==> src/rtl/fetch_stage.sv <==
// fetch_stage: instruction fetch with PC, req/ack imem handshake, one-entry
// stall buffer, branch redirect with in-flight squash, and IF/ID register.
module fetch_stage #(
    parameter logic [31:0] RESET_PC = 32'h0000_0000
) (
    input  logic        clk,
    input  logic        rst,
    input  logic        stall,
    input  logic        branchTaken,
    input  logic [31:0] branchTarget,
    output logic        imemReq,
    output logic [31:0] imemAddr,
    input  logic        imemAck,
    input  logic [31:0] imemRdata,
    output logic        ifidValid,
    output logic [31:0] ifidInstr,
    output logic [31:0] ifidPc4,
    output logic [5:0]  opcode,
    output logic [5:0]  funct
);
    typedef enum logic [1:0] {IDLE, FETCH, FULL, SQUASH} state_t;

    state_t      state, state_n;
    logic [31:0] pc, pc_n;
    logic [31:0] req_addr, req_addr_n;
    logic [31:0] buf_instr, buf_instr_n;
    logic [31:0] buf_pc4, buf_pc4_n;
    logic        ifid_valid_n;
    logic [31:0] ifid_instr_n, ifid_pc4_n;
    logic [31:0] addr4;
    logic [31:0] target;
    logic        unused_bits;

    assign addr4       = req_addr + 32'd4;
    assign target      = {branchTarget[31:2], 2'b00};
    assign unused_bits = ^branchTarget[1:0];

    assign imemAddr = req_addr;
    assign opcode   = ifidInstr[31:26];
    assign funct    = ifidInstr[5:0];

    // State register; reset abandons any outstanding request.
    always_ff @(posedge clk or posedge rst) begin
        if (rst) state <= IDLE;
        else     state <= state_n;
    end

    // Next-state, request output and next datapath values; branch overrides all.
    always_comb begin
        state_n      = state;
        pc_n         = pc;
        req_addr_n   = req_addr;
        buf_instr_n  = buf_instr;
        buf_pc4_n    = buf_pc4;
        ifid_valid_n = ifidValid;
        ifid_instr_n = ifidInstr;
        ifid_pc4_n   = ifidPc4;
        imemReq      = 1'b0;

        case (state)
            IDLE: state_n = FETCH;
            FETCH: begin
                imemReq = 1'b1;
                if (imemAck && !stall) begin
                    ifid_valid_n = 1'b1;
                    ifid_instr_n = imemRdata;
                    ifid_pc4_n   = addr4;
                    pc_n         = addr4;
                    req_addr_n   = addr4;
                end else if (imemAck) begin
                    // Downstream is stalled: park the word, keep IF/ID.
                    buf_instr_n = imemRdata;
                    buf_pc4_n   = addr4;
                    pc_n        = addr4;
                    state_n     = FULL;
                end else if (!stall) begin
                    ifid_valid_n = 1'b0;
                    ifid_instr_n = 32'd0;
                end
            end
            FULL: begin
                if (!stall) begin
                    ifid_valid_n = 1'b1;
                    ifid_instr_n = buf_instr;
                    ifid_pc4_n   = buf_pc4;
                    req_addr_n   = pc;
                    state_n      = FETCH;
                end
            end
            SQUASH: begin
                // Old request must still complete before we may re-address.
                imemReq = 1'b1;
                if (imemAck) begin
                    req_addr_n = pc;
                    state_n    = FETCH;
                end
            end
            default: state_n = IDLE;
        endcase

        if (branchTaken) begin
            ifid_valid_n = 1'b0;
            ifid_instr_n = 32'd0;
            ifid_pc4_n   = 32'd0;
            buf_instr_n  = 32'd0;
            buf_pc4_n    = 32'd0;
            pc_n         = target;
            if (state == SQUASH || (state == FETCH && !imemAck)) begin
                // Request in flight: hold its address, drop its data later.
                req_addr_n = req_addr;
                state_n    = SQUASH;
            end else begin
                req_addr_n = target;
                state_n    = FETCH;
            end
        end
    end

    // PC, request address, holding buffer and IF/ID register.
    always_ff @(posedge clk or posedge rst) begin
        if (rst) begin
            pc        <= RESET_PC;
            req_addr  <= RESET_PC;
            buf_instr <= 32'd0;
            buf_pc4   <= 32'd0;
            ifidValid <= 1'b0;
            ifidInstr <= 32'd0;
            ifidPc4   <= 32'd0;
        end else begin
            pc        <= pc_n;
            req_addr  <= req_addr_n;
            buf_instr <= buf_instr_n;
            buf_pc4   <= buf_pc4_n;
            ifidValid <= ifid_valid_n;
            ifidInstr <= ifid_instr_n;
            ifidPc4   <= ifid_pc4_n;
        end
    end
endmodule

==> config.mk <==
export PLATFORM = sky130hd
export DESIGN_NAME = fetch_stage
export DESIGN_NICKNAME = d
export VERILOG_FILES = /design/src/rtl/fetch_stage.sv
export SDC_FILE = /design/constraint.sdc
export NUM_CORES = 1
export LEC_CHECK = 0
export BUFFER_PORTS_ARGS = -buffer_cell sky130_fd_sc_hd__buf_2
export CAP_MARGIN = 5
export CORE_MARGIN = 1.5
export CORE_UTILIZATION = 40
export CTS_CLUSTER_DIAMETER = 30
export CTS_CLUSTER_SIZE = 30
export DETAILED_ROUTE_END_ITERATION = 16
export GPL_ROUTABILITY_DRIVEN = 0
export SETUP_SLACK_MARGIN = 0.1
export SYNTH_ARGS = -nofsm -noshare
export SYNTH_HDL_FRONTEND = slang
export SYNTH_SLANG_ARGS = --single-unit
==> constraint.sdc <==
create_clock -name clk -period 6.91 [get_ports clk]
set_input_delay 0.691 -clock clk [delete_from_list [all_inputs] [get_ports clk]]
set_output_delay 0.691 -clock clk [all_outputs]
set_load 0.01 [all_outputs]
* Word-level counts from Yosys, hierarchy flattened
Index checks and enable logic that the tools add are counted.
Storage, ports and cells: logic and storage cells 79, output and inout bits 110, bits of input ports 69, bits in registers 195
Operators by class: eq/ne operators 12, muxes and demuxes 40, add/subtract/negate cells 1, reduce and logical (&&, ||, !) cells 18
Operator list (count):
- 2-to-1 mux 32 bit | 23
- case mux 32 bit (2 select lines) | 2
- case mux 32 bit (3 select lines) | 1
- adder 32 x 3 -> 32 bit, second input constant | 1
- inequality test 3 bit, second input constant | 5
- 2-to-1 mux 2 bit | 6
- inequality test 4 bit, second input constant | 2
- case mux 2 bit (4 select lines) | 1
- AND reduction 4 bit | 2
- 2-to-1 mux 1 bit | 6
- AND reduction 3 bit | 2
- nonzero test 3 bit | 2
- AND reduction 5 bit | 1
- == test 2 bit, second input constant | 2
- inequality test 2 bit, second input constant | 2
- nonzero test 2 bit | 2
- nonzero test 4 bit | 1
- == test 2 x 1 -> 1 bit, second input constant | 1
- logical AND 1 bit | 2
- zero test 1 bit | 2
- zero test 2 bit | 1
- case mux 1 bit (2 select lines) | 1
- AND reduction 2 bit | 1
- OR reduction 2 bit | 1
- logical OR 1 bit | 1

* Longest topological paths before layout
depth in word-level cells 5, gate-level depth with buffers 10, mapped depth without buffers 7

* Least setup slack after synthesis
OpenSTA, ideal clock, no wires.
path kind input to register, from input stall, to register req_addr[18] (netlist: imemAddr[18]), required time 6772 ps, buffers on the path 3, stages on the path 7, setup slack 4700 ps, data arrival time 2072 ps, library setup time 138 ps, path through clkbuf_1 -> o21ai_0 -> a21oi_1 -> a211o_1 -> clkbuf_1 -> buf_1 -> o22ai_1
Between the ends: word-level cells in the longest chain between the ends 4, elaborated cells between the ends (all ways) 5, those cells by class eq/ne: 2; reduce/logical: 3
Ends and longest elaborated chain:
- start, declared | RTL line 8 | input logic stall,
- zero test 1 bit
- logical AND 1 bit | RTL line 64 | if (imemAck && !stall) begin
- inequality test 3 bit (no line)
- AND reduction 5 bit (no line) *
- end signal, assigned | RTL line 131 | req_addr <= req_addr_n;
- end, declared | RTL line 25 | logic [31:0] req_addr, req_addr_n;
Every way passes the cells marked *; elsewhere a longest branch is shown, timed or not. A chain may end at the register's enable or synchronous reset.

* Worst setup path after layout
from register state[0], to register ifidPc4[30]
Between the ends: word-level cells in the longest chain between the ends 3, elaborated cells between the ends (all ways) 8, those cells by class eq/ne: 4; mux: 2; reduce/logical: 2
Ends and longest elaborated chain:
- start, declared | RTL line 23 | state_t state, state_n;
- start signal, assigned | RTL line 45 | else state <= state_n;
- == test 2 x 1 -> 1 bit / == test 2 bit (equally long branches) | RTL line 60 | case (state)
- inequality test 3 bit (no line), or another cell as far along
- AND reduction 3 bit (no line) / 2-to-1 mux 32 bit (equally long branches)
- end signal, assigned | RTL line 136 | ifidPc4 <= ifid_pc4_n;
- end, declared | RTL line 17 | output logic [31:0] ifidPc4,
Parallel ways exist; a longest one is shown, timed or not.

==> impl_metrics.json <==
{
  "ys_types": 56,
  "drive_gt1_frac": 0.197,
  "max_slew.worst_pin.slew_ps": 1110,
  "ant_nets": 0,
  "fin_ws_ps": 3750,
  "critPathMaxFanout": 80,
  "setup_viol": 0,
  "port_buffers": 176,
  "drt_iter0_drc": 716,
  "async_flop_share": 1.00,
  "postCtsSetupBuffers": 0,
  "cts_tree": "built",
  "p_int_mw": 2.37,
  "io_pins": 179,
  "final_area_mm2": 0.0114,
  "powerDensity_mw_per_mm2": 335,
  "core-area_mm2": 0.0237,
  "cp-start-kind": "register",
  "antenna_found_initial": 1,
  "synth_top_area_share": 0.501,
  "yosys_warnings": 0,
  "p_sw_frac": 0.377,
  "synth_enable_flop_cells": 0,
  "cpPeakStageDelay_ps": 710,
  "ctsResizeCount": 0,
  "clkPwrFrac": 0.286,
  "hp-class": "in -> async",
  "synthToLayoutAreaGrowth_pct": 16.7,
  "cts_max_level": 4,
  "track_usage": 0.228,
  "vdd_drop_max_mv": 0.180,
  "die_h_um": 159,
  "synth_ff_type": "dfrtp_1",
  "critPathRequiredTime_ps": 7250,
  "wl_um": 28600,
  "wl_per_cell_um": 18.7,
  "grt_setup_unrepaired": "false",
  "cts_root_buf": "clkbuf_16",
  "synth.yosys.seq_area_share": 0.501,
  "place_ws_ps": 3730,
  "combPwrFrac": 0.305,
  "worstSetupStartpoint": "state[0]",
  "slew_headroom": 0.259,
  "switchingPower_mw": 1.43,
  "dp_hpwl_um": 18100,
  "maxCapViolCount": 0,
  "diodes": 0,
  "status": "completed",
  "final_max_slew_viol_count": 0,
  "holdBufCountCts": 0,
  "numCtsBuffers": 17,
  "clk_pin_slew_ps": 70,
  "clock_path_buffers": 2,
  "grt_pass1_wl_um": 46300,
  "drc_errors": 0,
  "grt_overflow_total": 0,
  "worstSetupPathType": "reg -> reg",
  "yosys.area.top_type": "dfrtp_1",
  "path_common_cell": "buf_4",
  "firstDrtPassIters": 7,
  "initial_utilization": 0.411,
  "netlist_area_mm2": 0.00973,
  "hold_viol": 0,
  "clock_skew_ps": 13.8,
  "r2r-start": "state[0]",
  "syn_inst": 1096,
  "final_core_util": 0.480,
  "timing.final.crit_share": 0.458,
  "arrival_ps": 3500,
  "ys_seq_elements": 195,
  "syn_avg_cell_area_um2": 8.88,
  "die_w_um": 159,
  "clock_sinks": 195,
  "vias": 8616,
  "cp-end-kind": "register",
  "layout.nets": 1276,
  "worstSkewPairLatency_ps": 430,
  "tns_ps": 0,
  "die_area_mm2": 0.0253,
  "grt_max_degree": 140,
  "routed_via_density": 5.62,
  "syn_nets": 1169,
  "grt_pass1_vias": 8019,
  "synthTopCellsByArea": "dfrtp_1 (50%), nand2_1 (7.4%), o21ai_0 (5.2%), a21oi_1 (4.6%), clkbuf_1 (3.0%)",
  "slowest_stage": "buf_4",
  "p_leak_nw": 5.08,
  "fmax_mhz": 316,
  "dpl-instance-area_mm2": 0.0107,
  "seq_power_share": 0.409,
  "worstPathCellList": "inv_1, ha_2, buf_4, nand2b_1, a21oi_2, buf_4, nand3_1, o221ai_1",
  "period_minus_slack_ps": 3160,
  "row_count": 56
}
==> registers in the layout, indices dropped and copies added (netlist names) <==
| name | flops |
|---|---|
| buf_instr | 32 |
| state | 2 |
| imemAddr | 32 |
| pc | 32 |
| ifidInstr | 32 |
| buf_pc4 | 32 |
| ifidPc4 | 32 |
| ifidValid | 1 |
==> final timing paths <==
check	slack, ps	end	cells past startpoint
max	3750	ifidPc4[30]	8
min	440	ifidInstr[2]	2
min in group clk	470	ifidInstr[10]	2
max reg2reg	3750	ifidPc4[30]	8
max in group asynchronous	5030	buf_instr[17]	3
min reg2reg	470	ifidInstr[10]	2
==> power groups by stage <==
stage	registers, mW	clock network (mW)	logic, mW
5_1_grt	1.59	1.15	1.28
2_1_floorplan	1.55	0	0.738
3_5_place_dp	1.57	0	1.16
3_3_place_gp	1.57	0	1.14
4_1_cts	1.55	1.10	1.16
6_report	1.56	1.09	1.16
==> stage by stage <==
stage	std cells	power (mW)	hold WS [ps]
6_report	1534	3.80	437
3_3_place_gp	1503	2.71	455
5_1_grt	1534	4.02	487
4_1_cts	1534	3.82	469
2_1_floorplan	1096	2.29	450
3_5_place_dp	1503	2.73	466
==> cells in the final DEF, fill, tap and decap left out, drive strengths merged, types with 7 or more instances in the layout <==
cell type / Yosys / layout
a211oi: 12 / 12
a21oi: 89 / 89
a22oi: 38 / 38
a31oi: 16 / 16
and3: 12 / 12
buf: 25 / 192
clkbuf: 79 / 20
dfrtp: 195 / 195
inv: 18 / 20
mux2i: 14 / 14
nand2: 191 / 191
nand2b: 10 / 10
nand3: 25 / 25
nand4: 17 / 17
nor2: 68 / 68
nor3: 35 / 35
nor4: 7 / 7
o211ai: 18 / 18
o21ai: 102 / 102
o22ai: 11 / 11
o2bb2ai: 9 / 9
o31a: 8 / 8
xnor2: 10 / 10
xor2: 10 / 10
==> cell type report <==
cell class / instances / area (um2)
clock buffer: 20 / 457
clock inverter: 11 / 175
fill: 2377 / 12300
inverter: 18 / 75.1
multi-input combinational: 779 / 4370
sequential: 195 / 4880
tap: 319 / 399
timing repair buffer: 192 / 1000
==> kinds of logic (layout without fill, tap and decap cells) <==
| kind of cell | after synthesis | in the layout | share of synthesized area |
|---|---|---|---|
| AND/OR/NAND/NOR | 393 | 393 | 0.185 |
| buffers and inverters | 122 | 241 | 0.0524 |
| XOR/XNOR | 20 | 20 | 0.0180 |
| flip-flops | 195 | 195 | 0.501 |
| multiplexers | 14 | 14 | 0.0144 |
| adder cells (fa/ha/maj) | 4 | 4 | 0.00514 |
| AO/OA/AOI/OAI | 348 | 348 | 0.224 |
==> per-layer routing <==
layer  global-route usage  part of all wire  wire [um]  up-vias
met5                    0           0.00042         12        -
met1                0.351              0.50      14300     4163
met2                0.335              0.44      12600      319
met3               0.0352             0.054       1550       17
met4               0.0489            0.0082        236        2
li1                     -                 -          -     4115
==> critical path, delay by kind of cell, from the launching register on <==
| kind | cells | cell delay (ps) |
|---|---|---|
| buffers and inverters | 3 | 1200 |
| flip-flops | 1 | 420 |
| AND/OR/NAND/NOR | 2 | 410 |
| adder cells (fa/ha/maj) | 1 | 170 |
| AO/OA/AOI/OAI | 2 | 870 |
==> Yosys cell counts (6+ instances only) <==
cell	instances
xnor2_1	10
o22ai_1	11
o211ai_1	18
nor3_1	35
nand3_1	25
a211oi_1	12
a22o_1	6
nand2b_1	10
o21ai_0	102
buf_1	9
o2bb2ai_1	9
and3_1	12
nand2_1	191
clkbuf_1	77
or3_1	6
a21oi_1	89
a31oi_1	16
and4_1	6
nor2_1	68
a22oi_1	38
xor2_1	10
a21boi_0	6
o31a_1	8
nand4_1	15
buf_4	12
dfrtp_1	195
inv_1	18
mux2i_1	14
Power figures use the tool's default switching activity.
